===== config.mk =====
export PLATFORM = sky130hd
export DESIGN_NAME = ccs_adc2axi4lite_flat
export DESIGN_NICKNAME = d
export VERILOG_FILES = /design/src/rtl/ccs_adc2axi4lite_if.sv /design/src/rtl/ccs_adc2axi4lite.sv /design/src/flat_wrapper.sv
export SDC_FILE = /design/constraint.sdc
export NUM_CORES = 1
export LEC_CHECK = 0
export CAP_MARGIN = 10
export CORE_MARGIN = 4
export CORE_UTILIZATION = 42
export CTS_BUF_LIST = sky130_fd_sc_hd__clkbuf_16
export DETAILED_ROUTE_END_ITERATION = 12
export HOLD_SLACK_MARGIN = 0.08
export PLACE_DENSITY = 0.82
export SLEW_MARGIN = 40
export SYNTH_ARGS = -nofsm -noshare
export SYNTH_HDL_FRONTEND = slang
export SYNTH_SLANG_ARGS = --single-unit

===== constraint.sdc =====
create_clock -name ACLK -period 4.5 [get_ports ACLK]
set_clock_uncertainty 0.15 [all_clocks]
set_input_delay 0.45 -clock ACLK [delete_from_list [all_inputs] [get_ports ACLK]]
set_output_delay 0.45 -clock ACLK [all_outputs]
set_load 0.02 [all_outputs]

===== src/rtl/ccs_adc2axi4lite_if.sv =====
// Bundle of the command/response port and the five AXI4-Lite channels of ccs_adc2axi4lite.
// The master modport is the manager's view; slave is the view of whoever drives commands and models the subordinate.
interface ccs_adc2axi4lite_if #(
    parameter int ADDR_WIDTH = 12,
    parameter int DATA_WIDTH = 32
);
    localparam int STRB_WIDTH = DATA_WIDTH / 8;

    logic                  cmd_valid;
    logic                  cmd_ready;
    logic                  cmd_write;
    logic [ADDR_WIDTH-1:0] cmd_addr;
    logic [DATA_WIDTH-1:0] cmd_wdata;
    logic [STRB_WIDTH-1:0] cmd_wstrb;

    logic                  rsp_valid;
    logic                  rsp_ready;
    logic                  rsp_write;
    logic [DATA_WIDTH-1:0] rsp_rdata;
    logic [1:0]            rsp_resp;

    logic [ADDR_WIDTH-1:0] AWADDR;
    logic [2:0]            AWPROT;
    logic                  AWVALID;
    logic                  AWREADY;
    logic [DATA_WIDTH-1:0] WDATA;
    logic [STRB_WIDTH-1:0] WSTRB;
    logic                  WVALID;
    logic                  WREADY;
    logic [1:0]            BRESP;
    logic                  BVALID;
    logic                  BREADY;
    logic [ADDR_WIDTH-1:0] ARADDR;
    logic [2:0]            ARPROT;
    logic                  ARVALID;
    logic                  ARREADY;
    logic [DATA_WIDTH-1:0] RDATA;
    logic [1:0]            RRESP;
    logic                  RVALID;
    logic                  RREADY;

    modport master (
        input  cmd_valid, cmd_write, cmd_addr, cmd_wdata, cmd_wstrb, rsp_ready,
        input  AWREADY, WREADY, BRESP, BVALID, ARREADY, RDATA, RRESP, RVALID,
        output cmd_ready, rsp_valid, rsp_write, rsp_rdata, rsp_resp,
        output AWADDR, AWPROT, AWVALID, WDATA, WSTRB, WVALID, BREADY,
        output ARADDR, ARPROT, ARVALID, RREADY
    );

    modport slave (
        output cmd_valid, cmd_write, cmd_addr, cmd_wdata, cmd_wstrb, rsp_ready,
        output AWREADY, WREADY, BRESP, BVALID, ARREADY, RDATA, RRESP, RVALID,
        input  cmd_ready, rsp_valid, rsp_write, rsp_rdata, rsp_resp,
        input  AWADDR, AWPROT, AWVALID, WDATA, WSTRB, WVALID, BREADY,
        input  ARADDR, ARPROT, ARVALID, RREADY
    );
endinterface


===== src/rtl/ccs_adc2axi4lite.sv =====
// Single-outstanding command/response to AXI4-Lite manager; all outputs registered except cmd_ready.
// Define ADC2AXI_ERRCNT_EN to add err_count, a saturating count of B/R responses with resp[1] set.
module ccs_adc2axi4lite #(
    parameter int ADDR_WIDTH   = 12,
    parameter int DATA_WIDTH   = 32,
    parameter int ERRCNT_WIDTH = 8
) (
    input  logic                    ACLK,
    input  logic                    ARESETn,
    ccs_adc2axi4lite_if.master      bus
`ifdef ADC2AXI_ERRCNT_EN
    ,
    output logic [ERRCNT_WIDTH-1:0] err_count
`endif
);
    localparam int STRB_WIDTH = DATA_WIDTH / 8;

    if (!(DATA_WIDTH == 32 || DATA_WIDTH == 64) || ERRCNT_WIDTH < 1) begin : g_param_check
        $error("ccs_adc2axi4lite: DATA_WIDTH must be 32 or 64 and ERRCNT_WIDTH at least 1");
    end

    typedef enum logic [2:0] {
        S_IDLE,
        S_WR_REQ,
        S_WR_RESP,
        S_RD_REQ,
        S_RD_RESP,
        S_RSP
    } state_t;

    state_t                state_reg, state_next;
    logic [ADDR_WIDTH-1:0] awaddr_reg, awaddr_next;
    logic [DATA_WIDTH-1:0] wdata_reg, wdata_next;
    logic [STRB_WIDTH-1:0] wstrb_reg, wstrb_next;
    logic                  awvalid_reg, awvalid_next;
    logic                  wvalid_reg, wvalid_next;
    logic                  bready_reg, bready_next;
    logic [ADDR_WIDTH-1:0] araddr_reg, araddr_next;
    logic                  arvalid_reg, arvalid_next;
    logic                  rready_reg, rready_next;
    logic                  rsp_valid_reg, rsp_valid_next;
    logic                  rsp_write_reg, rsp_write_next;
    logic [DATA_WIDTH-1:0] rsp_rdata_reg, rsp_rdata_next;
    logic [1:0]            rsp_resp_reg, rsp_resp_next;

    always_comb begin
        state_next     = state_reg;
        awaddr_next    = awaddr_reg;
        wdata_next     = wdata_reg;
        wstrb_next     = wstrb_reg;
        awvalid_next   = awvalid_reg;
        wvalid_next    = wvalid_reg;
        bready_next    = bready_reg;
        araddr_next    = araddr_reg;
        arvalid_next   = arvalid_reg;
        rready_next    = rready_reg;
        rsp_valid_next = rsp_valid_reg;
        rsp_write_next = rsp_write_reg;
        rsp_rdata_next = rsp_rdata_reg;
        rsp_resp_next  = rsp_resp_reg;

        unique case (state_reg)
            S_IDLE: begin
                if (bus.cmd_valid) begin
                    if (bus.cmd_write) begin
                        awaddr_next  = bus.cmd_addr;
                        wdata_next   = bus.cmd_wdata;
                        wstrb_next   = bus.cmd_wstrb;
                        awvalid_next = 1'b1;
                        wvalid_next  = 1'b1;
                        state_next   = S_WR_REQ;
                    end else begin
                        araddr_next  = bus.cmd_addr;
                        arvalid_next = 1'b1;
                        state_next   = S_RD_REQ;
                    end
                end
            end
            S_WR_REQ: begin
                // AW and W complete independently; B is only accepted once both have gone.
                if (awvalid_reg && bus.AWREADY) awvalid_next = 1'b0;
                if (wvalid_reg && bus.WREADY)   wvalid_next  = 1'b0;
                if (!awvalid_next && !wvalid_next) begin
                    bready_next = 1'b1;
                    state_next  = S_WR_RESP;
                end
            end
            S_WR_RESP: begin
                if (bus.BVALID) begin
                    rsp_resp_next  = bus.BRESP;
                    rsp_rdata_next = '0;
                    rsp_write_next = 1'b1;
                    bready_next    = 1'b0;
                    rsp_valid_next = 1'b1;
                    state_next     = S_RSP;
                end
            end
            S_RD_REQ: begin
                if (bus.ARREADY) begin
                    arvalid_next = 1'b0;
                    rready_next  = 1'b1;
                    state_next   = S_RD_RESP;
                end
            end
            S_RD_RESP: begin
                if (bus.RVALID) begin
                    rsp_rdata_next = bus.RDATA;
                    rsp_resp_next  = bus.RRESP;
                    rsp_write_next = 1'b0;
                    rready_next    = 1'b0;
                    rsp_valid_next = 1'b1;
                    state_next     = S_RSP;
                end
            end
            S_RSP: begin
                if (bus.rsp_ready) begin
                    rsp_valid_next = 1'b0;
                    state_next     = S_IDLE;
                end
            end
            default: state_next = S_IDLE;
        endcase
    end

    always_ff @(posedge ACLK) begin
        if (!ARESETn) begin
            state_reg     <= S_IDLE;
            awaddr_reg    <= '0;
            wdata_reg     <= '0;
            wstrb_reg     <= '0;
            awvalid_reg   <= 1'b0;
            wvalid_reg    <= 1'b0;
            bready_reg    <= 1'b0;
            araddr_reg    <= '0;
            arvalid_reg   <= 1'b0;
            rready_reg    <= 1'b0;
            rsp_valid_reg <= 1'b0;
            rsp_write_reg <= 1'b0;
            rsp_rdata_reg <= '0;
            rsp_resp_reg  <= 2'b00;
        end else begin
            state_reg     <= state_next;
            awaddr_reg    <= awaddr_next;
            wdata_reg     <= wdata_next;
            wstrb_reg     <= wstrb_next;
            awvalid_reg   <= awvalid_next;
            wvalid_reg    <= wvalid_next;
            bready_reg    <= bready_next;
            araddr_reg    <= araddr_next;
            arvalid_reg   <= arvalid_next;
            rready_reg    <= rready_next;
            rsp_valid_reg <= rsp_valid_next;
            rsp_write_reg <= rsp_write_next;
            rsp_rdata_reg <= rsp_rdata_next;
            rsp_resp_reg  <= rsp_resp_next;
        end
    end

    // Gating with ARESETn keeps a command from being taken on a reset cycle.
    assign bus.cmd_ready = (state_reg == S_IDLE) & ARESETn;
    assign bus.rsp_valid = rsp_valid_reg;
    assign bus.rsp_write = rsp_write_reg;
    assign bus.rsp_rdata = rsp_rdata_reg;
    assign bus.rsp_resp  = rsp_resp_reg;
    assign bus.AWADDR    = awaddr_reg;
    assign bus.AWPROT    = 3'b000;
    assign bus.AWVALID   = awvalid_reg;
    assign bus.WDATA     = wdata_reg;
    assign bus.WSTRB     = wstrb_reg;
    assign bus.WVALID    = wvalid_reg;
    assign bus.BREADY    = bready_reg;
    assign bus.ARADDR    = araddr_reg;
    assign bus.ARPROT    = 3'b000;
    assign bus.ARVALID   = arvalid_reg;
    assign bus.RREADY    = rready_reg;

`ifdef ADC2AXI_ERRCNT_EN
    logic [ERRCNT_WIDTH-1:0] err_count_reg;
    logic                    err_hs;

    assign err_hs = (bus.BVALID & bready_reg & bus.BRESP[1]) |
                    (bus.RVALID & rready_reg & bus.RRESP[1]);

    always_ff @(posedge ACLK) begin
        if (!ARESETn) begin
            err_count_reg <= '0;
        end else if (err_hs && (err_count_reg != {ERRCNT_WIDTH{1'b1}})) begin
            err_count_reg <= err_count_reg + ERRCNT_WIDTH'(1);
        end
    end

    assign err_count = err_count_reg;
`endif
endmodule


===== src/flat_wrapper.sv =====
// flat-port wrapper written by rule: the top's interface ports become plain ports
module ccs_adc2axi4lite_flat 
#(
    parameter int ADDR_WIDTH   = 12,
    parameter int DATA_WIDTH   = 32,
    parameter int ERRCNT_WIDTH = 8
)
  (ACLK, ARESETn, bus_cmd_valid, bus_cmd_write, bus_cmd_addr, bus_cmd_wdata, bus_cmd_wstrb, bus_rsp_ready, bus_AWREADY, bus_WREADY, bus_BRESP, bus_BVALID, bus_ARREADY, bus_RDATA, bus_RRESP, bus_RVALID, bus_cmd_ready, bus_rsp_valid, bus_rsp_write, bus_rsp_rdata, bus_rsp_resp, bus_AWADDR, bus_AWPROT, bus_AWVALID, bus_WDATA, bus_WSTRB, bus_WVALID, bus_BREADY, bus_ARADDR, bus_ARPROT, bus_ARVALID, bus_RREADY);
  ccs_adc2axi4lite_if #(.ADDR_WIDTH(ADDR_WIDTH), .DATA_WIDTH(DATA_WIDTH)) bus_i ();
  input  logic ACLK;
  input  logic ARESETn;
  input wire logic [$bits(bus_i.cmd_valid)-1:0] bus_cmd_valid;
  input wire logic [$bits(bus_i.cmd_write)-1:0] bus_cmd_write;
  input wire logic [$bits(bus_i.cmd_addr)-1:0] bus_cmd_addr;
  input wire logic [$bits(bus_i.cmd_wdata)-1:0] bus_cmd_wdata;
  input wire logic [$bits(bus_i.cmd_wstrb)-1:0] bus_cmd_wstrb;
  input wire logic [$bits(bus_i.rsp_ready)-1:0] bus_rsp_ready;
  input wire logic [$bits(bus_i.AWREADY)-1:0] bus_AWREADY;
  input wire logic [$bits(bus_i.WREADY)-1:0] bus_WREADY;
  input wire logic [$bits(bus_i.BRESP)-1:0] bus_BRESP;
  input wire logic [$bits(bus_i.BVALID)-1:0] bus_BVALID;
  input wire logic [$bits(bus_i.ARREADY)-1:0] bus_ARREADY;
  input wire logic [$bits(bus_i.RDATA)-1:0] bus_RDATA;
  input wire logic [$bits(bus_i.RRESP)-1:0] bus_RRESP;
  input wire logic [$bits(bus_i.RVALID)-1:0] bus_RVALID;
  output wire logic [$bits(bus_i.cmd_ready)-1:0] bus_cmd_ready;
  output wire logic [$bits(bus_i.rsp_valid)-1:0] bus_rsp_valid;
  output wire logic [$bits(bus_i.rsp_write)-1:0] bus_rsp_write;
  output wire logic [$bits(bus_i.rsp_rdata)-1:0] bus_rsp_rdata;
  output wire logic [$bits(bus_i.rsp_resp)-1:0] bus_rsp_resp;
  output wire logic [$bits(bus_i.AWADDR)-1:0] bus_AWADDR;
  output wire logic [$bits(bus_i.AWPROT)-1:0] bus_AWPROT;
  output wire logic [$bits(bus_i.AWVALID)-1:0] bus_AWVALID;
  output wire logic [$bits(bus_i.WDATA)-1:0] bus_WDATA;
  output wire logic [$bits(bus_i.WSTRB)-1:0] bus_WSTRB;
  output wire logic [$bits(bus_i.WVALID)-1:0] bus_WVALID;
  output wire logic [$bits(bus_i.BREADY)-1:0] bus_BREADY;
  output wire logic [$bits(bus_i.ARADDR)-1:0] bus_ARADDR;
  output wire logic [$bits(bus_i.ARPROT)-1:0] bus_ARPROT;
  output wire logic [$bits(bus_i.ARVALID)-1:0] bus_ARVALID;
  output wire logic [$bits(bus_i.RREADY)-1:0] bus_RREADY;
  assign bus_i.cmd_valid = bus_cmd_valid;
  assign bus_i.cmd_write = bus_cmd_write;
  assign bus_i.cmd_addr = bus_cmd_addr;
  assign bus_i.cmd_wdata = bus_cmd_wdata;
  assign bus_i.cmd_wstrb = bus_cmd_wstrb;
  assign bus_i.rsp_ready = bus_rsp_ready;
  assign bus_i.AWREADY = bus_AWREADY;
  assign bus_i.WREADY = bus_WREADY;
  assign bus_i.BRESP = bus_BRESP;
  assign bus_i.BVALID = bus_BVALID;
  assign bus_i.ARREADY = bus_ARREADY;
  assign bus_i.RDATA = bus_RDATA;
  assign bus_i.RRESP = bus_RRESP;
  assign bus_i.RVALID = bus_RVALID;
  assign bus_cmd_ready = bus_i.cmd_ready;
  assign bus_rsp_valid = bus_i.rsp_valid;
  assign bus_rsp_write = bus_i.rsp_write;
  assign bus_rsp_rdata = bus_i.rsp_rdata;
  assign bus_rsp_resp = bus_i.rsp_resp;
  assign bus_AWADDR = bus_i.AWADDR;
  assign bus_AWPROT = bus_i.AWPROT;
  assign bus_AWVALID = bus_i.AWVALID;
  assign bus_WDATA = bus_i.WDATA;
  assign bus_WSTRB = bus_i.WSTRB;
  assign bus_WVALID = bus_i.WVALID;
  assign bus_BREADY = bus_i.BREADY;
  assign bus_ARADDR = bus_i.ARADDR;
  assign bus_ARPROT = bus_i.ARPROT;
  assign bus_ARVALID = bus_i.ARVALID;
  assign bus_RREADY = bus_i.RREADY;
  ccs_adc2axi4lite #(.ADDR_WIDTH(ADDR_WIDTH), .DATA_WIDTH(DATA_WIDTH), .ERRCNT_WIDTH(ERRCNT_WIDTH)) u_core (.ACLK(ACLK), .ARESETn(ARESETn), .bus(bus_i));
endmodule

==> run summary <==
Share of layout cells above drive strength 1 -> 4.55%
Post-route cell area -> 0.00607 sq mm
Area Overhead vs Synth -> 58.1%
Post-DRT Antenna Nets -> 0
Initial antenna violation count -> 0
Yosys top cell area share -> 54.2%
Fin. max-slew vios -> 0
1st-pass router iterations -> 4
Post-synthesis async set-or-reset flop share -> 0%
Power per cell area -> 452 mW/mm^2
Post-place instance area -> 0.00575 sq mm
CTS tree -> yes
Max_slew headroom -> 50.9%
Area leader, netlist -> dfxtp_1
Post-synthesis register bit count -> 104
Post-route DRC -> 0
CTS Sinks -> 104
Nets -> 705
Sequential share of the synthesized area -> 54.2%
Clk_lat worst skew -> 0.33 ns
Reg2Reg Launch Point -> u_core.state_reg[2]
Diode count -> 0
Wire per inst -> 15.8 um
Root buffer selected by CTS -> clkbuf_16
Setup crit end kind -> primary output
DP Wirelength -> 8350 um
Die H -> 104 um
Top_reg_cell synth -> dfxtp_1
Number of library cell types mapped by synthesis -> 35
Worst EP required -> 3.90 ns
Final Hold Vio Count -> 0
HP Start -> u_core.bus.AWADDR[11]
Tightest Hold Check Type -> flop to flop
Synth top area cells -> dfxtp_1, nand2_1, a21oi_1
Core outline area -> 0.00881 sq mm
Syn avg cell area -> 8.79 sq um
Hold_buf cts -> 0
GRT Resource Usage Total -> 20.9%
Post-synth EDFFs -> 0
1st-iter DRT viols -> 127
Longest Clk Path Bufs -> 2
IO Port Bufs -> 195
Die Wd -> 104 um
Die area -> 0.0107 sq mm
CTS buffer count -> 9
Reg clk slew, reported paths -> 0.06 ns
Outcome -> complete, no violations
RSZ-0062 raised after global routing -> false
Worst Max-Slew Pin Slew -> 0.736 ns
Worst path most repeated cell -> clkdlybuf4s50_1
Largest net degree at the start of global routing -> 102
Grt total ovfl -> 0
Fillers -> 709
Arr. time, crit path -> 1.98 ns
Critical path, cell by cell -> clkdlybuf4s50_1 > inv_2 > nor3_1 > clkdlybuf4s50_1
Vias in the first global route -> 3,689
Min cycle time layout -> 2.58 ns
Fmax -> 388 MHz
Post-Route Setup TNS -> 0 ns
Cells after synthesis -> 437
Slowest CP cell -> clkdlybuf4s50_1
CP Launch Type -> input port
Peak VDD IR -> 0.000210 V
I/O Pins -> 202
First-pass GRT wire length -> 18,500 um
Initial core utilization -> 43.6%
Final WL -> 11,500 um
Crit path kind -> input port to primary output
Row Count -> 34
Total vias in the final route -> 3,633
Setup bufs post-CTS -> 0
Syn. warnings -> 0
# resized after CTS -> 0
Crit-path max FO -> 7
Final cycle utilization of the critical path -> 57.3%
Final GP Congestion -> 0.779
Setup violators final -> 0
Leak Pwr -> 2.15 nW
H-tree lvl count -> 3
Routed vias/inst -> 5.02
CP startpoint -> ARESETn
Max_cap viols -> 0
Mapped Area -> 0.00384 sq mm
Worst R2R Setup Slack -> 2.21 ns
Max stage delay on crit path -> 0.65 ns
==> layout by cell type, fill, tap and decap left out, drive strengths merged, types with 2 or more instances in the layout <==
| cell type | count |
|---|---|
| or2 | 3 |
| nand2 | 104 |
| dfxtp | 104 |
| nor2b | 4 |
| a21oi | 54 |
| nand3b | 4 |
| nand2b | 3 |
| o21ai | 2 |
| clkinv | 3 |
| inv | 5 |
| conb | 6 |
| nor3 | 2 |
| a22oi | 32 |
| clkdlybuf4s50 | 195 |
| buf | 3 |
| mux2i | 17 |
| nor2 | 47 |
| nand3 | 2 |
| clkbuf | 9 |
| nor3b | 3 |
==> metal layers <==
layer | track usage, % | share of wire (%) | vias to the layer above
met2 | 36.1 | 48 | 158
met3 | 10.9 | 12 | 17
met5 | 0 | 0 | -
li1 | - | - | 1795
met4 | 8.07 | 2.4 | 0
met1 | 21.6 | 38 | 1663
==> where the power goes <==
group          internal, mW  leakage (nW)  switching, mW
combinational         0.397          1.16          0.444
sequential             1.03         0.844         0.0858
clock                 0.438         0.150          0.348
==> path summary, 6_finish.rpt <==
kind / depth (start not counted) / end
max: 4 / bus_cmd_ready
min: 2 / u_core.bus.AWADDR[11]
max reg2reg: 4 / u_core.bus.rsp_rdata[5]
min reg2reg: 2 / u_core.bus.AWADDR[11]
==> area by class of cell <==
| cell class | instances | area (sq um) | area share (%) |
|---|---|---|---|
| flip-flops and latches | 104 | 2080 | 34.3 |
| multi-input cells | 296 | 1560 | 25.7 |
| clock buffers | 9 | 225 | 3.71 |
| inverters | 2 | 7.51 | 0.124 |
| repair buffers | 198 | 1990 | 32.7 |
| well taps | 108 | 135 | 2.23 |
| clock inverters | 7 | 76.3 | 1.26 |
==> cell families after synthesis <==
kind of cell	count (synthesis)	synth area share, %
AO/OA/AOI/OAI	96	15.4
buffers and inverters	42	6.19
flip-flops	104	54.2
multiplexers	17	4.43
other	1	0.0977
AND/OR/NAND/NOR	177	19.6
==> stage by stage <==
step | total power, mW | worst slack, ns | hold slack [ns] | std cells | util, %
2_1_floorplan | 1.62 | 2.53 | 0.376 | 442 | -
3_3_place_gp | 1.95 | 1.97 | 0.290 | 706 | 65.1
3_5_place_dp | 1.98 | 1.92 | 0.296 | 706 | 65.2
4_1_cts | 2.76 | 1.92 | 0.304 | 722 | 68.7
5_1_grt | 2.88 | 1.83 | 0.320 | 724 | 68.9
6_report | 2.75 | 1.92 | 0.302 | 724 | 68.9
==> critical path: cells and delay by family <==
family,cells,cell delay (ns)
simple gates,1,0.18
buf+inv,3,1.35
==> Yosys cell counts (3+ instances only) <==
master / n
a21oi_1: 54
a22oi_1: 32
buf_2: 13
buf_4: 7
buf_6: 5
clkbuf_1: 15
dfxtp_1: 104
mux2i_1: 17
nand2_1: 104
nand2b_1: 3
nand3b_1: 4
nor2_1: 47
nor2b_1: 4
nor3b_1: 3
Note: power is estimated with default switching activity, not from simulation.
==> RTL change 1, RTL diff (same flow settings) <==
`ADDR_WIDTH` is set to 12 in 3 places; all go to 11.
--- a/src/rtl/ccs_adc2axi4lite_if.sv
+++ b/src/rtl/ccs_adc2axi4lite_if.sv
@@ -1,7 +1,7 @@
 // Bundle of the command/response port and the five AXI4-Lite channels of ccs_adc2axi4lite.
 // The master modport is the manager's view; slave is the view of whoever drives commands and models the subordinate.
 interface ccs_adc2axi4lite_if #(
-    parameter int ADDR_WIDTH = 12,
+    parameter int ADDR_WIDTH = 11,
     parameter int DATA_WIDTH = 32
 );
     localparam int STRB_WIDTH = DATA_WIDTH / 8;
--- a/src/rtl/ccs_adc2axi4lite.sv
+++ b/src/rtl/ccs_adc2axi4lite.sv
@@ -1,7 +1,7 @@
 // Single-outstanding command/response to AXI4-Lite manager; all outputs registered except cmd_ready.
 // Define ADC2AXI_ERRCNT_EN to add err_count, a saturating count of B/R responses with resp[1] set.
 module ccs_adc2axi4lite #(
-    parameter int ADDR_WIDTH   = 12,
+    parameter int ADDR_WIDTH   = 11,
     parameter int DATA_WIDTH   = 32,
     parameter int ERRCNT_WIDTH = 8
 ) (
--- a/src/flat_wrapper.sv
+++ b/src/flat_wrapper.sv
@@ -1,7 +1,7 @@
 // flat-port wrapper written by rule: the top's interface ports become plain ports
 module ccs_adc2axi4lite_flat 
 #(
-    parameter int ADDR_WIDTH   = 12,
+    parameter int ADDR_WIDTH   = 11,
     parameter int DATA_WIDTH   = 32,
     parameter int ERRCNT_WIDTH = 8
 )
Ports: changed (resized bus_ARADDR, bus_AWADDR and bus_cmd_addr); port bits go from 202 to 199. No check against the original RTL was run, so the function may have changed too.
==> RTL change 1 against the unedited design <==
- worst setup slack got worse by 0.0084 ns
- design area increased by 6.4%
- power increased by 1.6%
- largest power group unchanged
- combinational power increased by 9.2%
- largest cell class unchanged
- sequential share of layout area decreased by 2.7 points
- critical endpoint unchanged
- via count decreased by 2.0%
- register-to-register slack improved by 0.07 ns
- global-route usage decreased by 2.1 points
- clock power decreased by 3.8%
- area after synthesis increased by 12%
- wire length increased by 1.3%
- sequential cell count decreased by 2
==> RTL change 1: results (changes against the unedited design) <==
Cells and area
  – Layout cells sized above 1: 0.140 (+0.0943)
  – Inserted Diodes: 0 (unchanged)
  – Post-route cell area: 6460 µm² (+6.4%)
  – Filler cell count: 795 (+12%)
  – Nets@finish: 696 (-1.3%)
  – Non-Filler Instances: 741 (+2.3%)

Placement
  – DPL Wire Length: 8.30 mm (-0.63%)
  – Post-place setup slack: 1.86 ns (-0.0615 ns)
  – Dpl cell area: 6170 µm² (+7.3%)
  – GPL Wtd Cong: 0.720 (-7.6%)
  – Port Buffer Count: 192 (-1.5%)
  – Dpl cells: 725 (+2.7%)

Power and ir drop
  – Cell Int Power: 1.88 mW (+0.47%)
  – Max IR drop VDD: 0.260 mV (+24%)
  – Cell Pwr Density: 432 nW/µm² (-4.5%)
  – LEAKAGE: 2.23 nW (+3.5%)
  – Clock network fraction of total power: 0.271 (-0.015)

Yosys
  – Seq/Total Area, Yosys: 0.474 (-0.0679)
  – Yosys cell types: 38 (+8.6%)
  – Mean Syn Cell Area: 9.94 µm² (+13%)
  – Synth top cells by count: 104 x nand2_1, 102 x dfxtp_1, 53 x a21boi_1
  – Synth area leaders: dfxtp_1 47%, a21boi_1 9.2%, nand2_1 9.1%, a22oi_2 8.4%, nor2b_2 5.9%

Critical path
  – CP max-delay cell: clkdlybuf4s50_1
  – Critical Path Max Stage Delay: 0.61 ns (-0.04 ns)
  – Max FO, Critical Path: 15 (+8)

Global routing
  – Largest net degree at the start of global routing: 107 (+4.9%)
  – GRT Resource Usage Total: 0.189 (-0.0208)
  – Met2 usage in global routing: 0.336 (-0.0248)
  – M1 GR Usage: 0.213 (-0.00316)
  – Met3 Use GR: 0.0580 (-0.0508)
  – First-pass GRT wire length: 17.8 mm (-3.8%)

Clocking
  – TritonCTS Buffers: 9 (unchanged)
  – Clock latency on the worst-skew pair: 0.33 ns (about the same)

Run status
  – Status: finished, final reports clean

Routing
  – Routed vias/inst: 4.80 (-4.3%)
  – Initial DRC count: 173 (+36%)
  – DRT Pass-1 Iters: 6 (+2)
  – Routed len/inst: 15.7 µm (-1.0%)

Timing
  – Worst slew pin tran: 0.811 ns (+0.0748 ns)
==> RTL change 1: cell types whose count changed after synthesis, moves of 3 or more <==
cell / before / now
a21boi_1: 0 / 53
a21oi_1: 54 / 0
a22oi_1: 32 / 3
a22oi_2: 0 / 29
buf_12: 0 / 3
buf_2: 13 / 7
buf_4: 7 / 13
nor2_1: 47 / 5
nor2b_1: 4 / 16
nor2b_2: 0 / 29
nor3b_2: 0 / 3
==> RTL change 1: layout make-up <==
cell class	count	share of cell area
Sequential cell	102	0.316
Multi-Input combinational cell	295	0.313
Timing Repair Buffer	194	0.300
Clock buffer	9	0.0349
Tap cell	133	0.0258
Clock inverter	7	0.0101
Inverter	1	0.000581
==> RTL change 1: layer usage <==
| layer | up-vias | wire (µm) |
|---|---|---|
| met4 | 0 | 277 |
| met2 | 116 | 6000 |
| met5 | - | 0 |
| met1 | 1657 | 4520 |
| li1 | 1769 | - |
| met3 | 18 | 808 |
==> RTL change 1: worst paths after layout <==
path,start,endpoint,slack (ns),depth (start not counted)
worst min-delay path,u_core.bus.AWADDR[4],u_core.bus.AWADDR[4],0.30,2
worst min register to register,u_core.bus.AWADDR[4],u_core.bus.AWADDR[4],0.30,2
worst max-delay path,u_core.state_reg[2],bus_cmd_ready,1.91,3
worst max register to register,u_core.state_reg[2],u_core.bus.ARADDR[2],2.28,4
==> RTL change 1: cell families after synthesis <==
| kind of cell | Yosys count | synth area share |
|---|---|---|
| and+or+nand+nor | 181 | 0.227 |
| DFF | 102 | 0.474 |
| AOI/OAI and AO/OA | 92 | 0.195 |
| buffers and inverters | 41 | 0.0657 |
| muxes | 16 | 0.0372 |
| other | 1 | 0.000871 |
==> RTL change 1: worst min-delay path, stage by stage (launching register included) <==
cell and delay (ns):
dfxtp_1 0.31, nand2_1 0.05, a21boi_1 0.05
==> RTL change 2, RTL diff (same settings) <==
Without the edit above. Take the reset off `wdata_reg` and load it in a clocked block of its own.
--- a/src/rtl/ccs_adc2axi4lite.sv
+++ b/src/rtl/ccs_adc2axi4lite.sv
@@ -126,7 +126,6 @@
         if (!ARESETn) begin
             state_reg     <= S_IDLE;
             awaddr_reg    <= '0;
-            wdata_reg     <= '0;
             wstrb_reg     <= '0;
             awvalid_reg   <= 1'b0;
             wvalid_reg    <= 1'b0;
@@ -141,7 +140,6 @@
         end else begin
             state_reg     <= state_next;
             awaddr_reg    <= awaddr_next;
-            wdata_reg     <= wdata_next;
             wstrb_reg     <= wstrb_next;
             awvalid_reg   <= awvalid_next;
             wvalid_reg    <= wvalid_next;
@@ -154,6 +152,10 @@
             rsp_rdata_reg <= rsp_rdata_next;
             rsp_resp_reg  <= rsp_resp_next;
         end
+    end
+
+    always_ff @(posedge ACLK) begin
+        wdata_reg <= wdata_next;
     end
 
     // Gating with ARESETn keeps a command from being taken on a reset cycle.
Check against the original RTL: not equivalent (a bounded check fails within 4 cycles, from zero or initial values and one cycle with ARESETn low).
==> RTL change 2 against the unedited design <==
- sequential cell count unchanged
- sequential share of layout area rose by 4.5 points
- clock power is 6.4% lower
- power fell by 1.5%
- area after synthesis up 3.0%
- wire length down 5.4%
- register-to-register slack better by 0.07 ns
- fmax up 4.9%
- worst setup slack improved by 0.12 ns
- final cell count shrank 7.9%
- design area rose by 2.0%
==> RTL change 2: results (changes against the unedited design) <==
Yosys
  – Fraction of registers with async set/reset: 0 (unchanged)
  – Synth area leaders: dfxtp_1 36%, edfxtp_1 24%, nand2_1 7.1%, a21boi_1 5.7%, nand3_1 4.4%
  – Top FF cell, synth: dfxtp_1
  – Cells after synthesis: 367 (-16%)
  – Post-synth EDFFs: 32 (+32)
  – Synth top cells by count: 75 x nand2_1, 72 x dfxtp_1, 35 x nand3_1
  – Seq/Total Area, Yosys: 0.607 (+0.0650)
  – Yosys cell types: 33 (-5.7%)

Placement
  – Post-place setup slack: 2.03 ns (+0.105 ns)
  – GPL Wtd Cong: 0.768 (-1.4%)
  – DPL Wire Length: 8.11 mm (-2.9%)
  – Dpl cell area: 5900 µm² (+2.6%)

Routing
  – Routed len/inst: 16.3 µm (+2.7%)
  – Initial DRC count: 143 (+13%)
  – Vias: 3306 (-9.0%)
  – Routed vias/inst: 4.96 (-1.2%)

Clocking
  – Post-CTS Resized: 0 (unchanged)
  – TritonCTS Buffers: 9 (unchanged)
  – Clk slew on worst S/H paths: 0.07 ns
  – Clock buffer depth: 2 (unchanged)
  – H-tree levels: 3 (unchanged)

Critical path
  – Worst reg-to-reg setup slack: 2.28 ns (+0.07 ns)
  – Max FO, Critical Path: 14 (+7)

Run status
  – Status: finished, final reports clean

Global routing
  – First-pass GRT wire length: 17.1 mm (-7.5%)
  – Vias in the first global route: 3220 (-13%)
  – Largest net degree at the start of global routing: 76 (-25%)
  – Antenna violations before repair: 0 (unchanged)
  – GRT Resource Usage Total: 0.195 (-0.0149)

Cells and area
  – Nets@finish: 645 (-8.5%)
  – Layout cells sized above 1: 0.0468 (+0.00131)

Timing
  – Fmax: 0.407 GHz (+4.9%)
  – Worst slew margin: 0.583 (+0.0737)

Power and ir drop
  – Max IR drop VDD: 0.226 mV (+7.7%)
  – LEAKAGE: 2.24 nW (+4.3%)

Worst hold path
  – Worst hold path type: reg -> reg
## RTL change 2: metrics by stage
stage,hold WS (ns),utilization
global route,0.330,0.673
floorplan,0.368,-
global placement,0.287,0.641
detailed placement,0.291,0.641
CTS,0.301,0.672
finish,0.298,0.673
## RTL change 2: report_power, final
part           total (mW)  switching, mW  leakage, nW  internal [mW]
Sequential           1.19         0.0905        0.879           1.10
Clock               0.736          0.353        0.141          0.383
Combinational       0.783          0.406         1.22          0.376
Total                2.71          0.850         2.24           1.86
## RTL change 2: cell families (layout without fill, tap and decap cells)
family                 count (synthesis)  in the layout  share of synthesized area
AND/OR/NAND/NOR                      148            148                      0.183
flip-flops                           104            104                      0.607
AO/OA/AOI/OAI                         64             64                      0.118
buffers and inverters                 34            218                     0.0506
multiplexers                          16             16                     0.0405
other                                  1              6                   0.000948
## RTL change 2: final cells by class
type	count	area (µm²)
flip-flops and latches	104	2400
clock buffers	9	225
clock inverters	7	57.6
repair buffers	198	1970
inverters	4	17.5
fillers	708	3010
multi-input cells	234	1380
well taps	111	139
## RTL change 2: critical path: stages (launching register included)
cell and delay [ns]:
dfxtp_1 0.46, nor3_2 0.29, and2_1 0.16, clkdlybuf4s50_1 0.61
## RTL change 2: layer usage
metal,vias to the layer above,routed length (µm),track usage,part of all wire
met5,-,0,0,0
met2,146,5290,0.330,0.49
met4,0,104,0.0534,0.0096
li1,1621,-,-,-
met3,10,1150,0.0834,0.11
met1,1529,4310,0.225,0.40
## RTL change 2: path summary, 6_finish.rpt
| path | start | end | cells after the start |
|---|---|---|---|
| setup reg to reg | u_core.state_reg[0] | u_core.bus.WDATA[11] | 3 |
| hold reg to reg | u_core.bus.rsp_write | u_core.bus.rsp_write | 2 |
| setup / recovery | u_core.state_reg[0] | bus_cmd_ready | 3 |
| hold / removal | u_core.bus.rsp_write | u_core.bus.rsp_write | 2 |
